[src/rtl/mod_arith_pkg.sv]
// Shared definitions for the 4-bit modulo-11 arithmetic datapath.
// Contents: modulus/width constants, multiplier FSM state type, residue type.
package mod_arith_pkg;

    localparam int unsigned MODULUS = 11;
    localparam int unsigned WIDTH   = 4;

    typedef enum logic [1:0] {
        IDLE = 2'd0,
        DBL  = 2'd1,
        ADD  = 2'd2,
        DONE = 2'd3
    } state_e;

    typedef logic [WIDTH-1:0] residue_t;

endpackage : mod_arith_pkg

[src/rtl/mod_add_core.sv]
// Combinational modular adder: sum_o = (a_i + b_i) mod MODULUS.
// Ports:
//   a_i, b_i : WIDTH-bit residues, both assumed < MODULUS
//   sum_o    : WIDTH-bit residue, always < MODULUS
module mod_add_core
    import mod_arith_pkg::*;
#(
    parameter int unsigned MODULUS = mod_arith_pkg::MODULUS,
    parameter int unsigned WIDTH   = mod_arith_pkg::WIDTH
) (
    input  logic [WIDTH-1:0] a_i,
    input  logic [WIDTH-1:0] b_i,
    output logic [WIDTH-1:0] sum_o
);

    localparam int unsigned SW = WIDTH + 1;

    logic [SW-1:0] raw_sum;
    logic [SW-1:0] mod_val;

    // One carry bit is enough: a + b < 2*M <= 2**(WIDTH+1).
    assign mod_val = SW'(MODULUS);
    assign raw_sum = SW'(a_i) + SW'(b_i);
    assign sum_o   = (raw_sum >= mod_val) ? WIDTH'(raw_sum - mod_val) : WIDTH'(raw_sum);

endmodule : mod_add_core

[src/rtl/mod_mult_seq.sv]
// Sequential modular multiplier z = (x * y) mod MODULUS, MSB-first double-and-add.
// One shared mod_add_core serves both the double (DBL) and add (ADD) steps.
// Ports:
//   clk, rst : clock, synchronous active-high reset
//   start    : request, accepted in IDLE or DONE
//   x, y     : operand residues, captured on acceptance
//   busy     : high in DBL/ADD
//   done     : one-cycle pulse, z valid
//   z        : result, held until the next done
//   err      : operand range error (only with MOD_MULT_RANGE_CHECK_EN defined)
// Optional feature macro: MOD_MULT_RANGE_CHECK_EN
module mod_mult_seq
    import mod_arith_pkg::*;
#(
    parameter int unsigned MODULUS = mod_arith_pkg::MODULUS,
    parameter int unsigned WIDTH   = mod_arith_pkg::WIDTH
) (
    input  logic             clk,
    input  logic             rst,
    input  logic             start,
    input  logic [WIDTH-1:0] x,
    input  logic [WIDTH-1:0] y,
    output logic             busy,
    output logic             done,
    output logic [WIDTH-1:0] z,
    output logic             err
);

    localparam int unsigned IDX_W = (WIDTH > 1) ? $clog2(WIDTH) : 1;

    state_e             state_q, state_d;
    logic [WIDTH-1:0]   acc_q,   acc_d;
    logic [WIDTH-1:0]   x_q,     x_d;
    logic [WIDTH-1:0]   y_q,     y_d;
    logic [IDX_W-1:0]   idx_q,   idx_d;
    logic               busy_q,  busy_d;
    logic               done_q,  done_d;
    logic [WIDTH-1:0]   z_q,     z_d;
    logic               err_q,   err_d;

    logic [WIDTH-1:0]   add_a_c;
    logic [WIDTH-1:0]   add_b_c;
    logic [WIDTH-1:0]   add_sum_c;
    logic               range_bad_c;

    // Operand range check on the live inputs at the accepting edge.
`ifdef MOD_MULT_RANGE_CHECK_EN
    assign range_bad_c = ((WIDTH+1)'(x) >= (WIDTH+1)'(MODULUS)) ||
                         ((WIDTH+1)'(y) >= (WIDTH+1)'(MODULUS));
`else
    assign range_bad_c = 1'b0;
`endif

    // Operand mux for the shared adder: acc+acc in DBL, acc+(y[i]?x:0) in ADD.
    always_comb begin
        add_a_c = acc_q;
        add_b_c = '0;
        unique case (state_q)
            DBL:     add_b_c = acc_q;
            ADD:     add_b_c = y_q[idx_q] ? x_q : '0;
            default: add_b_c = '0;
        endcase
    end

    mod_add_core #(
        .MODULUS (MODULUS),
        .WIDTH   (WIDTH)
    ) u_add (
        .a_i   (add_a_c),
        .b_i   (add_b_c),
        .sum_o (add_sum_c)
    );

    // Next-state and registered-output logic.
    always_comb begin
        state_d = state_q;
        acc_d   = acc_q;
        x_d     = x_q;
        y_d     = y_q;
        idx_d   = idx_q;
        busy_d  = 1'b0;
        done_d  = 1'b0;
        z_d     = z_q;
        err_d   = 1'b0;

        unique case (state_q)
            IDLE, DONE: begin
                state_d = IDLE;
                if (start) begin
                    x_d   = x;
                    y_d   = y;
                    acc_d = '0;
                    idx_d = IDX_W'(WIDTH - 1);
                    if (range_bad_c) begin
                        state_d = DONE;
                        done_d  = 1'b1;
                        z_d     = '0;
                        err_d   = 1'b1;
                    end else begin
                        state_d = DBL;
                        busy_d  = 1'b1;
                    end
                end
            end
            DBL: begin
                acc_d   = add_sum_c;
                state_d = ADD;
                busy_d  = 1'b1;
            end
            ADD: begin
                acc_d = add_sum_c;
                if (idx_q == '0) begin
                    state_d = DONE;
                    done_d  = 1'b1;
                    z_d     = add_sum_c;
                end else begin
                    idx_d   = idx_q - IDX_W'(1);
                    state_d = DBL;
                    busy_d  = 1'b1;
                end
            end
            default: state_d = IDLE;
        endcase
    end

    always_ff @(posedge clk) begin
        if (rst) begin
            state_q <= IDLE;
            acc_q   <= '0;
            x_q     <= '0;
            y_q     <= '0;
            idx_q   <= '0;
            busy_q  <= 1'b0;
            done_q  <= 1'b0;
            z_q     <= '0;
            err_q   <= 1'b0;
        end else begin
            state_q <= state_d;
            acc_q   <= acc_d;
            x_q     <= x_d;
            y_q     <= y_d;
            idx_q   <= idx_d;
            busy_q  <= busy_d;
            done_q  <= done_d;
            z_q     <= z_d;
            err_q   <= err_d;
        end
    end

    assign busy = busy_q;
    assign done = done_q;
    assign z    = z_q;
    assign err  = err_q;

endmodule : mod_mult_seq

[config.mk]
export PLATFORM = sky130hd
export DESIGN_NAME = mod_mult_seq
export DESIGN_NICKNAME = d
export VERILOG_FILES = /design/src/rtl/mod_arith_pkg.sv /design/src/rtl/mod_add_core.sv /design/src/rtl/mod_mult_seq.sv
export SDC_FILE = /design/constraint.sdc
export NUM_CORES = 1
export LEC_CHECK = 0
export CORE_UTILIZATION = 40
export CTS_BUF_LIST = sky130_fd_sc_hd__clkbuf_16
export DETAILED_ROUTE_END_ITERATION = 6
export PLACE_DENSITY = 0.71
export REMOVE_ABC_BUFFERS = 1
export SLEW_MARGIN = 25
export SYNTH_ARGS = -nofsm -noshare
export SYNTH_HDL_FRONTEND = slang
export SYNTH_SLANG_ARGS = --single-unit
export TNS_END_PERCENT = 30
[constraint.sdc]
create_clock -name clk -period 7.55 [get_ports clk]
set_input_delay 1.51 -clock clk [delete_from_list [all_inputs] [get_ports clk]]
set_output_delay 1.51 -clock clk [all_outputs]
set_load 0.05 [all_outputs]
==> out/qor.tcl, run 1 <==
set qor(combPwrFrac_pct) 15.6
set qor(crit_family) {adder cells}
set qor(cts_max_level) 1
set qor(first_pass_grt_wire_length_um) 3891
set qor(worstReg2RegStart) {idx_q[0]}
set qor(pwr_density_cell_nw_per_um2) 194.1
set qor(final.period_utilization_pct) 43.02
set qor(critical_path_class) {reg2reg}
set qor(timing.critical_path.cells) {mux4_2 > and2_1 > a22oi_1 > nor2_1 > ha_1 > fa_1 > ha_1 > inv_1 > nand3_1 > a31oi_4 > and4bb_1 > a311o_1}
set qor(syn-cell-area_um2) 1189
set qor(cts_tree) {done}
set qor(postRouteWirelength_um) 2317
set qor(slew_headroom_pct) 41.30
set qor(antenna_left) 0
set qor(timing.hold.worst.class) {reg2reg}
set qor(total_switching_power_uw) 66.73
set qor(post-route-min-period_ns) 3.248
set qor(timing.critical_path.required_ns) 7.69
set qor(placement_rows) 19
set qor(drv_cap) 0
set qor(synthesis.yosys.warnings) 0
set qor(dp_hpwl_um) 1718
set qor(drt_pass1_iterations) 4
set qor(final_layout_size_suffix_gt1_share_pct) 4.636
set qor(critPathCaptureType) {flop}
set qor(via_count_of_the_first_global_routing_pass) 915
set qor(tightestPinTransition_ns) 0.8778
set qor(critical_path.startpoint_type) {flop}
set qor(gp_congestion) 0.8366
set qor(worst_reg2reg_path_endpoint) {acc_q[0]}
set qor(layout_common_cells) {sky130_fd_sc_hd__dfxtp_1 (22), sky130_fd_sc_hd__nor2_1 (17), sky130_fd_sc_hd__nand2_1 (16), sky130_fd_sc_hd__clkdlybuf4s50_1 (16), sky130_fd_sc_hd__nand3_1 (12)}
set qor(timing.critical_path.slowest_stage_cell) {sky130_fd_sc_hd__fa_1}
set qor(run_status) {finished clean}
set qor(placedCellCount) 179
set qor(cts_hold_repair.buffers) 0
set qor(floorplan.core_area_um2) 2781
set qor(static-leakage-power_uw) 0.0005728
set qor(drt_iter0_drc) 31
set qor(synthCells) 140
set qor(path_common_cell) {sky130_fd_sc_hd__ha_1}
set qor(synth-seq-cells) 22
set qor(cts-buffers-inserted) 3
set qor(route.detailed.drc) 0
set qor(synth.largest_area_cell) {sky130_fd_sc_hd__dfxtp_1}
set qor(cts.root.buffer_cell) {sky130_fd_sc_hd__clkbuf_16}
set qor(report.final.slew_viol_count) 0
set qor(final_net_count) 173
set qor(ys_seq_area_share_pct) 37.05
set qor(cts_buffer_depth) 2
set qor(cp.arrival_ns) 3.39
set qor(maximum_clock_rate_mhz) 307.9
set qor(post-route-worst-setup-slack_ns) 4.302
set qor(mostFrequentLayoutCell) {sky130_fd_sc_hd__dfxtp_1}
set qor(initial_utilization_pct) 42.74
set qor(clock_insertion_delay_worst_skew_ns) 0.25
set qor(synth_top_cell_area_share_pct) 37.05
set qor(seq_power_share_pct) 45.8
set qor(switching_share_of_total_power_pct) 24.07
set qor(worst_clock_skew_ns) 0.0007417
set qor(die-area_um2) 3193
set qor(final.setup.tns_ns) 0
set qor(hold-path-endpoint) {y_q[2]}
set qor(post_drt_wl_per_cell_um) 12.73
set qor(post_synth.cell_area_avg_um2) 8.490
set qor(diodes) 0
set qor(netlist_top_cells_area) {sky130_fd_sc_hd__dfxtp_1 (37%), sky130_fd_sc_hd__ha_1 (8.4%), sky130_fd_sc_hd__nor2_1 (5.4%)}
set qor(reg2regPathDepth) 12
set qor(postCtsResizedCells) 0
set qor(clk_pin_slew_worst_paths_ns) 0.05
set qor(die_h_um) 56.51
set qor(path_max_fanout) 5
set qor(holdCritStartpoint) {y_q[2]}
set qor(crit_buf_inv) 1
set qor(clock_power_share_pct) 38.5
set qor(global_route.usage.total_pct) 15.74
set qor(power.ir.vdd_worst_mv) 0.1849
set qor(slack_of_the_worst_reg_to_reg_path_ns) 4.30
set qor(area_delta_synth_final_pct) 20.21
set qor(numClockSinks) 22
set qor(finalNonFillerCells) 182
set qor(rsz_0062_raised_after_global_routing) {no}
set qor(max_stage_delay_ns) 0.57
set qor(finalHoldViolCount) 0
set qor(global_route.overflow_total) 0
set qor(die_width_um) 56.51
set qor(via_count) 1014
set qor(place.port_buffers) 16
set qor(post-cts-setup-buffer-count) 0
set qor(preCtsSetupSlack_ns) 4.282
set qor(ios) 18
set qor(antenna_found_initial) 0
set qor(grt_max_degree) 27
set qor(synth.lib_cells_used.distinct) 35
set qor(p_int_uw) 210.6
set qor(setup_viol) 0
set qor(timing.hold.worst_path_depth) 2
set qor(post_drt_via_cell_ratio) 5.571
## sequential cells by signal, summed over array words and instances, names as in the netlist
register / count
idx_q: 2
y_q: 4
acc_q: 4
busy: 1
state_q: 2
x_q: 4
z: 4
done: 1
## layer usage
layer  track usage [%]  wire length [um]  up-vias
li1                  -                 -      521
met1             18.60              1029      463
met2             26.22              1162       26
met3             4.839                96        4
met4             6.620                28        0
met5                 0                 0        -
## kinds of logic (layout without fill, tap and decap cells)
| group | count (synthesis) | count (layout) | synth area share, % |
|---|---|---|---|
| buffers and inverters | 13 | 24 | 4.422 |
| AO/OA/AOI/OAI | 30 | 30 | 18.42 |
| XOR/XNOR | 1 | 1 | 0.7370 |
| multiplexers | 4 | 4 | 4.526 |
| AND/OR/NAND/NOR | 60 | 60 | 24.42 |
| flip-flops | 22 | 22 | 37.05 |
| adder cells (fa/ha/maj) | 9 | 9 | 10.11 |
| other | 1 | 1 | 0.3155 |
## synth_stat cells
cell                       instances
sky130_fd_sc_hd__mux2_2            1
sky130_fd_sc_hd__nor4_1            1
sky130_fd_sc_hd__a22oi_1           4
sky130_fd_sc_hd__or4_1             1
sky130_fd_sc_hd__nand4b_1          1
sky130_fd_sc_hd__conb_1            1
sky130_fd_sc_hd__dfxtp_1          22
sky130_fd_sc_hd__a21oi_1          11
sky130_fd_sc_hd__clkbuf_1          7
sky130_fd_sc_hd__a31oi_4           1
sky130_fd_sc_hd__nor3_1            4
sky130_fd_sc_hd__fa_1              1
sky130_fd_sc_hd__nand2_1          16
sky130_fd_sc_hd__a311o_1           1
sky130_fd_sc_hd__mux4_2            1
sky130_fd_sc_hd__inv_1             5
sky130_fd_sc_hd__buf_4             1
sky130_fd_sc_hd__o21a_1            2
sky130_fd_sc_hd__o21bai_1          1
sky130_fd_sc_hd__nand3b_1          2
sky130_fd_sc_hd__and4bb_1          1
sky130_fd_sc_hd__xnor2_1           1
sky130_fd_sc_hd__or3b_4            1
sky130_fd_sc_hd__nor2_1           17
sky130_fd_sc_hd__mux2i_1           2
sky130_fd_sc_hd__o31ai_1           2
sky130_fd_sc_hd__a311oi_1          1
sky130_fd_sc_hd__a41o_1            1
sky130_fd_sc_hd__a31oi_1           1
sky130_fd_sc_hd__a32o_1            1
sky130_fd_sc_hd__ha_1              8
sky130_fd_sc_hd__nor2b_1           2
sky130_fd_sc_hd__nand3_1          12
sky130_fd_sc_hd__and2_1            2
sky130_fd_sc_hd__a211oi_1          4
## worst reg2reg max path: stages (launching register included)
cell and delay, ns:
sky130_fd_sc_hd__dfxtp_1 0.40, sky130_fd_sc_hd__mux4_2 0.50, sky130_fd_sc_hd__and2_1 0.21, sky130_fd_sc_hd__a22oi_1 0.15, sky130_fd_sc_hd__nor2_1 0.06, sky130_fd_sc_hd__ha_1 0.25, sky130_fd_sc_hd__fa_1 0.57, sky130_fd_sc_hd__ha_1 0.19
sky130_fd_sc_hd__inv_1 0.07, sky130_fd_sc_hd__nand3_1 0.11, sky130_fd_sc_hd__a31oi_4 0.12, sky130_fd_sc_hd__and4bb_1 0.23, sky130_fd_sc_hd__a311o_1 0.30
## power by group through the flow
stage	clock network (uW)	logic [uW]	registers [uW]
detailed placement	0	43.4	130
finish	107	43.4	127
CTS	110	43.7	127
floorplan	0	25.1	132
global placement	0	42.8	129
global route	115	47.8	128
## metrics by stage
step	area (um^2)	hold slack, ns	utilization (%)	power [uW]
floorplan	1155	0.4271	-	157.3
global placement	1354	0.4493	48.67	172.1
detailed placement	1354	0.4492	48.67	173.1
CTS	1429	0.4567	51.37	281.1
global route	1429	0.4827	51.37	290.7
finish	1429	0.4529	51.37	277.3
## area by class of cell
type                    count  area, um^2
flip-flops and latches     22       440.4
clock buffers               3       75.07
repair buffers             16       160.2
multi-input cells         105       695.7
fillers                   271        1353
inverters                   5       18.77
well taps                  31       38.79
## how the worst max path moves through the flow
stage,slack [ns],cells past startpoint,to,from
floorplan,4.51,12,acc_q[0],idx_q[0]
global placement,4.29,3,acc_q[0],rst
detailed placement,4.28,3,acc_q[0],rst
CTS,4.30,12,acc_q[0],idx_q[0]
global route,4.09,12,z[1],idx_q[0]
finish,4.30,12,acc_q[0],idx_q[0]
Note: power is estimated with default switching activity, not from simulation.
==> run 2: changes to the inputs <==
==> constraint.sdc (replaced) <==
create_clock -name clk -period 3.2 [get_ports clk]
set_input_delay 0.64 -clock clk [delete_from_list [all_inputs] [get_ports clk]]
set_output_delay 0.64 -clock clk [all_outputs]
set_load 0.05 [all_outputs]
==> out/qor.tcl, run 2 (synthesis results as in run 1) <==
set qor(cts_hold_repair.buffers) 0
set qor(cts_tree) {done}
set qor(area_delta_synth_final_pct) 28.00
set qor(worst_clock_skew_ns) 0.002921
set qor(die-area_um2) 3193
set qor(placement_rows) 19
set qor(diodes) 0
set qor(post-route-min-period_ns) 3.089
set qor(post_drt_wl_per_cell_um) 13.49
set qor(placedCellCount) 183
set qor(totalPowerFinal_uw) 761.8
set qor(rsz_0062_raised_after_global_routing) {no}
set qor(static-leakage-power_uw) 0.0006072
set qor(postRouteWirelength_um) 2536
set qor(antenna_left) 0
set qor(clock_insertion_delay_worst_skew_ns) 0.26
set qor(first_pass_grt_wire_length_um) 4057
set qor(finalNonFillerCells) 188
set qor(slew_headroom_pct) 59.68
set qor(grt_max_degree) 19
set qor(final_layout_size_suffix_gt1_share_pct) 13.38
set qor(power.ir.vdd_worst_mv) 0.4442
set qor(floorplan.core_area_um2) 2781
set qor(route.detailed.drc) 0
set qor(path_common_cell) {sky130_fd_sc_hd__ha_2}
set qor(via_count_of_the_first_global_routing_pass) 955
set qor(global_route.usage.total_pct) 16.39
set qor(cts_buffer_depth) 2
set qor(timing.hold.worst.class) {reg2reg}
set qor(report.final.slew_viol_count) 0
set qor(path_max_fanout) 5
set qor(max_stage_delay_ns) 0.58
set qor(global_route.overflow_total) 0
set qor(initial_utilization_pct) 42.74
set qor(mostFrequentLayoutCell) {sky130_fd_sc_hd__dfxtp_1}
set qor(setup_viol) 0
set qor(antenna_found_initial) 0
set qor(pwr_density_cell_nw_per_um2) 500.7
set qor(cts-buffers-inserted) 3
set qor(run_status) {finished clean}
set qor(timing.critical_path.slowest_stage_cell) {sky130_fd_sc_hd__fa_1}
set qor(maximum_clock_rate_mhz) 323.8
set qor(timing.critical_path.required_ns) 3.40
set qor(finish.utilization_pct) 54.70
set qor(layout_common_cells) {sky130_fd_sc_hd__dfxtp_1 (21), sky130_fd_sc_hd__nor2_1 (17), sky130_fd_sc_hd__nand2_1 (16), sky130_fd_sc_hd__clkdlybuf4s50_1 (16)}
set qor(drt_iter0_drc) 30
set qor(tightestPinTransition_ns) 0.6029
set qor(clk_pin_slew_worst_paths_ns) 0.06
set qor(gp_congestion) 0.7795
set qor(numClockSinks) 22
set qor(timing.critical_path.cells) {mux4_2 > and2_4 > a22oi_2 > nor2_1 > ha_2 > fa_1 > ha_2 > inv_2 > nand3_2 > a31oi_4 > or4_1 > nand3_1}
set qor(drt_pass1_iterations) 4
set qor(crit_buf_inv) 1
set qor(final_net_count) 178
set qor(finalHoldViolCount) 0
set qor(place.port_buffers) 16
set qor(cp.arrival_ns) 3.29
set qor(post_drt_via_cell_ratio) 5.654
set qor(die_h_um) 56.51
set qor(via_count) 1063
set qor(ios) 18
set qor(cts.root.buffer_cell) {sky130_fd_sc_hd__clkbuf_16}
set qor(final.period_utilization_pct) 96.52
set qor(final.setup.tns_ns) 0
set qor(critical_path_class) {reg2reg}
set qor(drv_cap) 0
set qor(crit_family) {adder cells}
set qor(dp_hpwl_um) 1882
set qor(critPathCaptureType) {flop}
set qor(die_width_um) 56.51
set qor(critical_path.startpoint_type) {flop}
set qor(cts_max_level) 1
## run 2: power by group
part	switching, uW	internal, uW
clock network	104	249
logic	63.2	45.3
registers	10.0	290
## run 2: final timing paths
check | from | cells after the start | slack (ns) | end
setup reg to reg | idx_q[0] | 12 | 0.11 | z[0]
hold / removal | y_q[3] | 2 | 0.46 | y_q[3]
hold reg to reg | y_q[3] | 2 | 0.46 | y_q[3]
setup / recovery | idx_q[0] | 12 | 0.11 | z[0]
## run 2: final cells by class
type	count	area, um^2
multi-input cells	105	716.9
clock buffers	3	75.07
fillers	248	1260
well taps	31	38.79
repair buffers	21	197.7
flip-flops and latches	22	444.2
clock inverters	1	30.03
inverters	5	18.77
## run 2: repair_timing
item | 4_1_cts | 5_1_grt
resized for setup | 1 | 8
setup endpoints to repair | 2 | 4
hold endpoints to repair | 0 | 0
pin swaps | 0 | 2
buffers inserted | 0 | 1
## run 2: metrics by stage
step           setup WS (ns)  hold slack (ns)  instance area [um^2]
2_1_floorplan         0.1604           0.4271                  1155
3_3_place_gp          0.1293           0.4487                  1384
3_5_place_dp        0.004494           0.4514                  1384
4_1_cts              0.04842           0.4595                  1490
5_1_grt              0.01744           0.4889                  1521
6_report              0.1113           0.4571                  1521
## run 2: layer usage
metal | global-route usage (%) | vias up | part of all wire, %
li1 | - | 535 | -
met5 | 0 | - | 0
met4 | 7.317 | 0 | 1.7
met2 | 28.40 | 24 | 50
met3 | 3.456 | 5 | 3.6
met1 | 19.25 | 499 | 44
## run 2: worst register-to-register path, stage by stage (launching register included)
cell and delay [ns]:
sky130_fd_sc_hd__dfxtp_4 0.36, sky130_fd_sc_hd__mux4_2 0.49, sky130_fd_sc_hd__and2_4 0.19, sky130_fd_sc_hd__a22oi_2 0.11, sky130_fd_sc_hd__nor2_1 0.06, sky130_fd_sc_hd__ha_2 0.20
sky130_fd_sc_hd__fa_1 0.58, sky130_fd_sc_hd__ha_2 0.20, sky130_fd_sc_hd__inv_2 0.05, sky130_fd_sc_hd__nand3_2 0.07, sky130_fd_sc_hd__a31oi_4 0.12, sky130_fd_sc_hd__or4_1 0.50
sky130_fd_sc_hd__nand3_1 0.10
==> RTL edit, RTL diff (settings of run 2) <==
`WIDTH`: 4 -> 16.
--- a/src/rtl/mod_arith_pkg.sv
+++ b/src/rtl/mod_arith_pkg.sv
@@ -5,3 +5,3 @@
     localparam int unsigned MODULUS = 11;
-    localparam int unsigned WIDTH   = 4;
+    localparam int unsigned WIDTH   = 16;
 
Ports: changed (resized x, y and z); port bits go from 18 to 54. No check against the original RTL was run, so the function may have changed too.
==> RTL edit against run 2 <==
Total power grew to 4.7 times the old value; wire length increased to 5.3 times the old value; largest cell class unchanged; critical path type unchanged; area after synthesis grew to 3.6 times the old value; count of clock-buffer cells in the layout grew 6; the flow now finishes with violations (setup timing); sequential cell count up 50; final area rose to 4.1 times the old value; worst setup slack lost 1.5 ns; via count grew to 4.3 times the old value.
==> RTL edit: results (changes against run 2) <==
critical path class=reg -> reg; slew margin rel.=41.7% (-18 points); worst vdd ir=0.337 mV (-24%); post-synthesis sequential area ratio=33.7% (-3.4 points); failing checks=setup timing; final setup violating endpoints=32 (+32); pin count of the biggest net entering global routing=43 (+24); Reg clk slew, reported paths=0.06 ns (about the same); first-pass detailed-route iteration total=5 (+1); Lkg Pwr=2.55 nW (+320%); Post-DP HPWL=9.55 mm (+410%); root buf cell=clkbuf_16; number of synthesized flops with an enable pin=0 (unchanged); Worst Path Max Fanout=6 (+1); GP Congestion=0.901 (+16%); # fillers=923 (+270%); crit-path leading delay family=compound AO/OA/AOI/OAI gates; worst reg2reg path depth=17 (+5); top post-synthesis cells by count=nand2_1 (103), dfxtp_1 (72), a21oi_1 (63); non-filler cells, final=830 (+340%); Iter 0 DRT Violations=393 (+1200%); vias in the first global route=4500 (+370%); FF-to-FF Start=idx_q[0]; Mapped Cells=554 (+300%); maximum clock insertion buffer count=2 (unchanged); CP max stage cell=mux4_2; Worst Setup Slack post-DPL=-1.72 ns (-1.73 ns); via density per instance=5.53 (-2.2%); ratio of cells with drive above 1 in the final layout=25.6% (+12 points); final wirelength=13.4 mm (+430%); Ant. Diodes=0 (unchanged); Fin Setup TNS=-40.80 ns (-40.80 ns); GRT Overall Usage=24.2% (+7.8 points); Inst Count DP=803 (+340%); Hold WC Path Type=reg -> reg; worst hold start=x_q[2]; Yosys cell types=62 (+77%); Area contributors post-synth=dfxtp_1 (34%), nand2_1 (9.0%), a21oi_1 (7.4%); fraction of registers with async set/reset=0% (unchanged); status=finished with violations; worst-skew pair later-pin latency=0.34 ns (+0.08 ns); I/O Buffers=52 (+36); setup ws final=-1.40 ns (-1.51 ns); CTS Buf Count=9 (+6); # nets final=745 (+320%); first-pass GRT wire length=21.4 mm (+430%); CP arrival=4.85 ns (+1.56 ns); Hold Path Depth=2 (unchanged); initial antenna violation count=0 (unchanged); clk_skew=0.00660 ns (+0.00368 ns); H-Tree Depth=3 (+2); biggest cell delay along the critical path=0.51 ns (-0.07 ns)
[RTL edit: worst paths after layout]
| path | to | slack [ns] |
|---|---|---|
| setup / recovery | z[15] | -1.40 |
| hold / removal | x_q[2] | 0.46 |
| setup reg to reg | z[15] | -1.40 |
| hold reg to reg | x_q[2] | 0.46 |
[RTL edit: power breakdown]
part           leakage (nW)  switching [W]  internal (W)
Clock                 0.130       0.000412      0.000530
Sequential            0.588      0.0000611      0.000972
Combinational          1.83       0.000838      0.000802
Total                  2.55        0.00131       0.00230
[RTL edit: metal layers]
metal	global-route usage, %	up-vias	wire length (um)
li1	-	2252	-
met1	29.1	2146	5670
met2	42.3	157	6530
met3	4.89	35	837
met4	8.95	0	325
met5	0	-	0
[RTL edit: cell type report]
class                   count  area share [%]
repair buffers            159            21.8
clock inverters             7           0.865
well taps                 136            2.74
multi-input cells         436            47.1
inverters                  11           0.664
clock buffers               9            3.62
flip-flops and latches     72            23.2
[RTL edit: metrics by stage]
step	total power (W)	area, um^2
final	0.00361	6220
after global routing	0.00379	6220
after CTS	0.00351	6070
after detailed placement	0.00228	5540
after global placement	0.00226	5540
after floorplan	0.00175	4140
[RTL edit: logic make-up (layout without fill, tap and decap cells)]
logic type / after synthesis / in the layout / share of synthesized area (%)
mux: 10 / 10 / 3.80
compound gates: 161 / 161 / 23.7
simple gates: 223 / 223 / 24.0
xor+xnor: 20 / 20 / 4.09
buf+inv: 46 / 186 / 4.36
other cells: 1 / 1 / 0.0876
flops: 72 / 72 / 33.7
fa+ha+maj: 21 / 21 / 6.31
[RTL edit: repair_timing]
| item | 4_1_cts | 5_1_grt |
|---|---|---|
| setup endpoints to repair | 32 | 32 |
| buffers inserted | 8 | 4 |
| gates resized for setup | 43 | 29 |
| pin swaps | 29 | 20 |
[RTL edit: worst min-delay path: stages (launching register included)]
cell and delay, ns:
dfxtp_1 0.30, nand2_1 0.05, a21oi_1 0.05
